**config.mk**
```make
export PLATFORM = sky130hd
export DESIGN_NAME = drive_sequencer
export DESIGN_NICKNAME = d
export VERILOG_FILES = /design/src/rtl/drive_sequencer.sv
export SDC_FILE = /design/constraint.sdc
export NUM_CORES = 1
export LEC_CHECK = 0
export BUFFER_PORTS_ARGS = -buffer_cell sky130_fd_sc_hd__clkbuf_2
export CELL_PAD_IN_SITES_DETAIL_PLACEMENT = 0
export CELL_PAD_IN_SITES_GLOBAL_PLACEMENT = 1
export CORE_UTILIZATION = 46
export CTS_CLUSTER_DIAMETER = 100
export CTS_CLUSTER_SIZE = 16
export DETAILED_ROUTE_END_ITERATION = 8
export GPL_TIMING_DRIVEN = 0
export PLACE_DENSITY = 0.77
export SLEW_MARGIN = 20
export SYNTH_ARGS = -nofsm -noshare
export SYNTH_HDL_FRONTEND = slang
export SYNTH_SLANG_ARGS = --single-unit
```
**constraint.sdc**
```tcl
create_clock -name clk -period 3 [get_ports clk]
set_input_delay 0.3 -clock clk [delete_from_list [all_inputs] [get_ports clk]]
set_output_delay 0.3 -clock clk [all_outputs]
set_load 0.05 [all_outputs]
```
**src/rtl/drive_sequencer.sv**
```systemverilog
// Two-motor H-bridge drive sequencer: cruise with veer correction, collision recovery, junction turns,
// with a dead-time before every reversal. Optional macro DRIVE_SEQ_PIVOT_ALT_EN alternates recovery pivots.
module drive_sequencer #(
  parameter int DEAD_CYCLES    = 50_000,
  parameter int REVERSE_CYCLES = 25_000_000,
  parameter int PIVOT_CYCLES   = 20_000_000,
  parameter int TURN_CYCLES    = 30_000_000,
  parameter int TIMER_W        = 26
) (
  input  logic       clk,
  input  logic       rst,
  input  logic       enable,
  input  logic       collision,
  input  logic       veerLeft,
  input  logic       veerRight,
  input  logic       junction,
  input  logic       turnDir,
  input  logic       pwmFull,
  input  logic       pwmVeer,
  output logic       hbEnA,
  output logic       hbEnB,
  output logic       hbIn1,
  output logic       hbIn2,
  output logic       hbIn3,
  output logic       hbIn4,
  output logic [2:0] seqState,
  output logic       busy
);

  typedef enum logic [2:0] {
    S_IDLE = 3'd0,
    S_FWD  = 3'd1,
    S_DEAD = 3'd2,
    S_REV  = 3'd3,
    S_PIV  = 3'd4
  } state_t;

  localparam logic [TIMER_W-1:0] DEAD_LD = TIMER_W'(DEAD_CYCLES - 1);
  localparam logic [TIMER_W-1:0] REV_LD  = TIMER_W'(REVERSE_CYCLES - 1);
  localparam logic [TIMER_W-1:0] PIV_LD  = TIMER_W'(PIVOT_CYCLES - 1);
  localparam logic [TIMER_W-1:0] TURN_LD = TIMER_W'(TURN_CYCLES - 1);

  localparam logic [3:0] PAT_FWD  = 4'b0110;
  localparam logic [3:0] PAT_REV  = 4'b1001;
  localparam logic [3:0] PAT_PIVL = 4'b1010;
  localparam logic [3:0] PAT_PIVR = 4'b0101;

  state_t             state_q, state_d;
  state_t             nxt_q, nxt_d;
  logic [TIMER_W-1:0] timer_q, timer_d;
  logic [TIMER_W-1:0] plen_q, plen_d;
  logic               pdir_q, pdir_d;   // direction of the pending/active pivot, 1 = right
  logic               pivot_dir;        // direction the next collision recovery will pivot

`ifdef DRIVE_SEQ_PIVOT_ALT_EN
  logic pivot_dir_q, pivot_dir_d;
  logic rec_q, rec_d;                   // pending pivot belongs to a collision recovery
  assign pivot_dir = pivot_dir_q;
`else
  assign pivot_dir = 1'b1;
`endif

  logic       en_a_q, en_a_d, en_b_q, en_b_d;
  logic [3:0] pat_q, pat_d;
  logic       busy_q, busy_d;

  always_comb begin
    state_d = state_q;
    nxt_d   = nxt_q;
    timer_d = timer_q;
    plen_d  = plen_q;
    pdir_d  = pdir_q;
`ifdef DRIVE_SEQ_PIVOT_ALT_EN
    pivot_dir_d = pivot_dir_q;
    rec_d       = rec_q;
`endif
    if (!enable) begin
      // Off is always safe, so drop straight to IDLE and forget any pending manoeuvre.
      state_d = S_IDLE;
      nxt_d   = S_FWD;
      timer_d = '0;
    end else begin
      case (state_q)
        S_IDLE: begin
          state_d = S_FWD;
          timer_d = '0;
        end
        S_FWD: begin
          if (collision) begin
            state_d = S_DEAD;
            timer_d = DEAD_LD;
            nxt_d   = S_REV;
          end else if (junction) begin
            state_d = S_DEAD;
            timer_d = DEAD_LD;
            nxt_d   = S_PIV;
            pdir_d  = turnDir;
            plen_d  = TURN_LD;
`ifdef DRIVE_SEQ_PIVOT_ALT_EN
            rec_d   = 1'b0;
`endif
          end
        end
        S_DEAD: begin
          if (timer_q == '0) begin
            state_d = nxt_q;
            case (nxt_q)
              S_REV:   timer_d = REV_LD;
              S_PIV:   timer_d = plen_q;
              default: timer_d = '0;
            endcase
`ifdef DRIVE_SEQ_PIVOT_ALT_EN
            if (nxt_q == S_PIV && rec_q) pivot_dir_d = ~pivot_dir_q;
`endif
          end else begin
            timer_d = timer_q - 1'b1;
          end
        end
        S_REV: begin
          if (timer_q == '0) begin
            state_d = S_DEAD;
            timer_d = DEAD_LD;
            nxt_d   = S_PIV;
            pdir_d  = pivot_dir;
            plen_d  = PIV_LD;
`ifdef DRIVE_SEQ_PIVOT_ALT_EN
            rec_d   = 1'b1;
`endif
          end else begin
            timer_d = timer_q - 1'b1;
          end
        end
        S_PIV: begin
          if (timer_q == '0) begin
            state_d = S_DEAD;
            timer_d = DEAD_LD;
            nxt_d   = S_FWD;
          end else begin
            timer_d = timer_q - 1'b1;
          end
        end
        default: begin
          state_d = S_IDLE;
          timer_d = '0;
        end
      endcase
    end
  end

  // Bridge drive follows the current state; a disabled run forces the bridge off at once.
  always_comb begin
    en_a_d = 1'b0;
    en_b_d = 1'b0;
    pat_d  = 4'b0000;
    if (enable) begin
      case (state_q)
        S_FWD: begin
          pat_d = PAT_FWD;
          if (veerLeft) begin
            en_a_d = pwmVeer;
            en_b_d = pwmFull;
          end else if (veerRight) begin
            en_a_d = pwmFull;
            en_b_d = pwmVeer;
          end else begin
            en_a_d = pwmFull;
            en_b_d = pwmFull;
          end
        end
        S_REV: begin
          pat_d  = PAT_REV;
          en_a_d = pwmVeer;
          en_b_d = pwmVeer;
        end
        S_PIV: begin
          pat_d  = pdir_q ? PAT_PIVR : PAT_PIVL;
          en_a_d = pwmVeer;
          en_b_d = pwmVeer;
        end
        default: ;
      endcase
    end
    busy_d = (state_d == S_DEAD) || (state_d == S_REV) || (state_d == S_PIV);
  end

  always_ff @(posedge clk or posedge rst) begin
    if (rst) begin
      state_q <= S_IDLE;
      nxt_q   <= S_FWD;
      timer_q <= '0;
      plen_q  <= '0;
      pdir_q  <= 1'b1;
      en_a_q  <= 1'b0;
      en_b_q  <= 1'b0;
      pat_q   <= 4'b0000;
      busy_q  <= 1'b0;
    end else begin
      state_q <= state_d;
      nxt_q   <= nxt_d;
      timer_q <= timer_d;
      plen_q  <= plen_d;
      pdir_q  <= pdir_d;
      en_a_q  <= en_a_d;
      en_b_q  <= en_b_d;
      pat_q   <= pat_d;
      busy_q  <= busy_d;
    end
  end

`ifdef DRIVE_SEQ_PIVOT_ALT_EN
  always_ff @(posedge clk or posedge rst) begin
    if (rst) begin
      pivot_dir_q <= 1'b1;
      rec_q       <= 1'b0;
    end else begin
      pivot_dir_q <= pivot_dir_d;
      rec_q       <= rec_d;
    end
  end
`endif

  assign hbEnA    = en_a_q;
  assign hbEnB    = en_b_q;
  assign hbIn1    = pat_q[3];
  assign hbIn2    = pat_q[2];
  assign hbIn3    = pat_q[1];
  assign hbIn4    = pat_q[0];
  assign seqState = state_q;
  assign busy     = busy_q;

endmodule

```
### After elaboration in Yosys (flattened, before gate mapping)

Cells that the tools add are included.

| word-level totals | value |
|---|---|
| bits in registers | 66 |
| output and inout bits | 10 |
| logic and storage cells | 71 |

| operators by class | value |
|---|---|
| $add $sub $neg | 1 |
| equal/unequal tests | 16 |
| mux-type cells | 37 |
| reductions and logical operators | 8 |

Operators with widths:

| operator | count |
|---|---|
| 26-bit two-way mux | 8 |
| 26-bit one-hot mux with 2 select lines | 2 |
| 26-bit one-hot mux with 3 select lines | 1 |
| 3-bit two-way mux | 10 |
| 26-bit logical NOT | 1 |
| 26-bit by 1-bit subtractor with 26-bit output (second input constant) | 1 |
| 3-bit by 2-bit equality test with 1-bit output (second input constant) | 5 |
| 3-bit one-hot mux with 4 select lines | 1 |
| 4-bit one-hot mux with 3 select lines | 1 |
| 3-bit equality test (second input constant) | 3 |
| 3-bit one-hot mux with 3 select lines | 1 |
| 1-bit two-way mux | 8 |
| 4-bit two-way mux | 2 |
| 2-bit inequality test (second input constant) | 3 |
| 3-bit inequality test (second input constant) | 2 |
| 1-bit one-hot mux with 2 select lines | 3 |
| 5-bit AND reduction | 1 |
| 4-bit by 1-bit inequality test with 1-bit output (second input constant) | 1 |
| 4-bit inequality test (second input constant) | 1 |
| 4-bit AND reduction | 1 |
| 3-bit by 1-bit equality test with 1-bit output (second input constant) | 1 |
| 3-bit logical NOT | 1 |
| 1-bit logical OR | 2 |
| 2-bit nonzero test | 1 |
| 2-bit OR reduction | 1 |

### Depth between registers and ports, before layout

| depth | value |
|---|---|
| word-level depth | 7 |
| depth in mapped cells | 10 |
| depth with buffers taken out | 8 |

### Worst setup path before layout

OpenSTA, ideal clock, no wires.

| timing path | value |
|---|---|
| kind | flip-flop to flip-flop |
| start | reg timer_q[10] |
| end | reg busy_q (netlist: busy) |
| library setup time | 0.120 ns |
| arrival | 2.385 ns |
| data required time | 2.880 ns |
| slack | 0.495 ns |
| cell stages (with the launch flop) | 9 |
| path through | dfrtp_1 > or4_1 > or3_1 > buf_6 > nor3_4 > buf_6 > mux2i_1 > nor3b_1 > a41o_1 |

| between the ends | value |
|---|---|
| cells in the longest elaborated chain, start to end | 7 |

Ends and longest elaborated chain:

| what | line | source |
|---|---|---|
| start: declaration | 50 | `logic [TIMER_W-1:0] timer_q, timer_d;` |
| start signal: assignment | 200 | `timer_q <= timer_d;` |
| 26-bit logical NOT * | 105, 120, 134 |  |
| 3-bit two-way mux (on tied branches) | 120, 134, 105 |  |
| 3-bit one-hot mux with 4 select lines * | 83 | `case (state_q)` |
| 3-bit two-way mux * | 77 | `if (!enable) begin` |
| 3-bit by 2-bit equality test with 1-bit output | 183 | `busy_d = (state_d == S_DEAD) \|\| (state_d == S_REV) \|\| (state_d == S_PIV);` |
| 1-bit logical OR | 183 |  |
| 1-bit logical OR * | 183 |  |
| net busy_d | 65 | `logic busy_q, busy_d;` |
| end signal: assignment | 206 | `busy_q <= busy_d;` |
| end: declaration | 65 |  |

The timed path passes the listed nets; every way through them passes the cells marked *.
A chain may end at the register's enable or synchronous reset.

### Worst setup path in the final report

| timing path | value |
|---|---|
| start | reg timer_q[16] |
| end | reg busy_q (netlist: busy) |

The elaborated chain is that of the path after synthesis.

==> results by group <==
Run status
  • Run status: finished clean

Place
  • Post-DP HPWL: 5268 microns
  • PortBufs: 19
  • Post-placement cell area: 2890 sq um
  • Placed insts: 402
  • Gpl congestion: 0.8953

Layout
  • Layout Area Growth over Synthesis: 11.94%
  • Nets: 350
  • Non-filler cells, final: 411
  • FF/Latch Area: 1079 sq um
  • Multi-input logic area: 1486 sq um
  • Layout cells sized above 1: 13.57%
  • # diodes: 0
  • FILL cells: 542
  • Finished Core Util: 53.97%
  • Finished Cell Area: 2990 sq um

Critical path
  • Critical R2R Launch: timer_q[16]
  • Worst EP required: 3190 ps
  • Crit path cell chain: or3_1 -> clkbuf_1 -> or4b_2 -> nor4_4 -> a31oi_1 -> a31o_2 -> a41o_1
  • Max FO, Critical Path: 8
  • CP startpoint: timer_q[16]
  • Critical Path End Type: register
  • Crit path DAT: 3080 ps
  • Worst setup SP type: register
  • CP max stage cell: or4b_2
  • Critical path class: reg -> reg
  • CP Capture Point: busy
  • Cells on worst reg2reg path: 7
  • Slowest stage delay, CP: 680 ps
  • Worst reg2reg setup slack: 110 ps
  • Reg2reg end: busy

Synth
  • Asr flop ratio synth: 100.0%
  • Adder-cell share of the synthesized area: 0.9368%
  • Flops & latches, synth: 43
  • Post-synth EDFFs: 0
  • Mean Syn Cell Area: 8.645 sq um
  • Count of cell types in the netlist: 55
  • Post-synthesis instance area: 2671 sq um
  • Main synth FF type: dfrtp_1
  • Seq/Total Area, Yosys: 40.37%
  • Synth Area in Compound Gates: 24.45%
  • Mapped Cells: 309
  • Xor and xnor area share after synthesis: 0.9836%
  • Mux cell area share after synthesis: 2.295%
  • Net count after synthesis: 321
  • Largest family of logic cells by synthesized area: simple AND/OR/NAND/NOR gates
  • Post-Synth Simple-Gate Area: 26.51%
  • YS warnings: 0

Global routing
  • Gr ovfl total: 0
  • Vias in the first global route: 2362
  • First-pass GRT wire length: 12320 microns
  • Pin count of the biggest net entering global routing: 29
  • All-Layer GR Usage: 26.39%
  • Initial antenna violation count: 0

STA
  • Max Clock Skew: 8.140 ps
  • Fin crit share: 96.29%
  • Actual slew at the worst max-slew pin: 825.4 ps
  • Tmin final: 2889 ps
  • Final hold viol count: 0
  • F_max: 0.3462 GHz
  • Slew HR: 44.47%
  • Final Max Tran Viols: 0
  • RSZ-0062 raised after global routing: false
  • Setup violators final: 0

Route
  • Via density: 6.029
  • Routed WL: 7288 microns
  • Drt first pass iters: 4
  • Routed length per instance: 17.73 microns
  • Starting DRT DRC Count: 188
  • Drt drc: 0
  • ANT nets after route: 0
  • Vias: 2478

Die
  • DIE WIDTH: 78.21 microns
  • I/O pins: 20
  • Initial cell density of the core: 48.22%
  • Die area: 6116 sq um
  • Core box area: 5540 sq um
  • Number of cell rows: 27
  • Die height: 78.21 microns

Clocking
  • Root Buffer Master: clkbuf_8
  • Htree depth: 2
  • Cts bufs inserted: 5
  • Clk pin slew, worst setup/hold paths: 80 ps
  • Sink Count: 43
  • Post-CTS Setup Inserts: 0
  • TritonCTS clock tree: done
  • CTS Buffer Depth: 2
  • Clock Latency Late Sink: 310 ps

Min path
  • Worst min-delay path class: in -> reg

Flow run
  • Max-cap violation count: 0
## routing by layer
layer	GRT usage, %	part of all wire [%]	routed length [microns]
met1	35.78	46	3372
met2	42.72	47	3412
met3	4.186	4.9	357
met4	9.259	2.0	145
met5	0	0	0
## cell usage after synthesis, drive strengths merged, types with 2 or more instances
master  instances  share of area [%]
ha              2               0.94
nor3           16                3.4
o211ai          3               0.84
a221o           6                2.2
nand2          28                3.9
mux2i           5                1.9
or3             4               0.94
o31ai           3               0.84
dfrtp          41                 38
a211oi          2               0.56
a21o            6                1.7
clkbuf         12                1.7
nor2           22                3.1
o21ai          30                5.6
nand3          15                3.0
nor3b           4                1.3
or4             3               0.84
nand2b         11                2.6
o311ai          3               0.98
dfstp           2                2.0
nor4            8                2.4
and2            2               0.47
buf             4                1.2
or2             2               0.47
inv            11                1.5
nand4           4               0.94
nor2b           3               0.70
o22ai           3               0.70
a21boi          4                1.1
a21oi          16                3.0
a31oi           7                1.9
nand3b          4                1.1
o31a            2               0.66
xor2            3               0.98
a22o            4                1.3
## cell type report
class	instances	area share, %
multi-input combinational	239	49.71
sequential	43	36.07
timing repair buffer	22	4.435
tap	72	3.013
buffer	16	2.678
clock buffer	7	2.552
inverter	11	1.381
clock inverter	1	0.1674
## registers in the layout, summed over array words and instances, names as in the netlist
register,flops
timer_q,26
nxt_q,3
busy,1
hbEnB,1
pdir_q,1
seqState,3
pat_q,4
plen_q,3
hbEnA,1
## cells by family (layout without fill, tap and decap cells)
group / count (synthesis) / in the layout
simple gates: 130 / 130
compound gates: 98 / 98
flops: 43 / 43
buf+inv: 27 / 57
mux: 6 / 6
xor+xnor: 3 / 3
fa+ha+maj: 2 / 2
## placed cells by master (no fill, tap or decap), types with 5 or more instances in the layout
cell      instances
mux2i_1           5
a31oi_1           6
nor4_1            5
a221o_1           6
a21oi_1          16
clkbuf_2         19
o21ai_0          30
a21o_1            6
clkbuf_1         14
nor2_1           22
clkbuf_8          5
dfrtp_1          41
nand2_1          28
nand2b_1         11
nand3_1          14
inv_1            10
nor3_1           15
## what timing repair did
item | CTS | global route
endpoints found under the setup margin | 0 | 3
hold buffers | 1 | 0
hold endpoints to repair | 13 | 0
resized for setup | 0 | 2
## metrics by stage
stage          setup TNS [ps]  hold slack (ps)  setup slack (ps)
2_1_floorplan               0            449.5             494.7
3_3_place_gp           -55.92            493.0            -52.68
3_5_place_dp                0            273.5             153.3
4_1_cts                     0            244.3             132.1
5_1_grt                     0            266.3             9.488
6_report                    0            250.4             111.2
## worst max-delay path, delay by kind of cell (launching register included)
kind            cells  cell delay [ps]
compound gates      3              680
buf+inv             1              190
flops               1              450
simple gates        3             1450
## worst min path at each step
stage	from	end	slack, ps	depth (start not counted)
2_1_floorplan	enable	seqState[0]	450	2
5_1_grt	pwmFull	hbEnB	270	3
3_5_place_dp	rst	hbEnB	270	2
3_3_place_gp	timer_q[9]	timer_q[9]	490	2
6_report	pwmFull	hbEnB	250	3
4_1_cts	turnDir	pdir_q	240	3
Power is left out: the tool's default activity adds up to more than one toggle a clock period on the data nets, which glitch-free logic cannot reach.
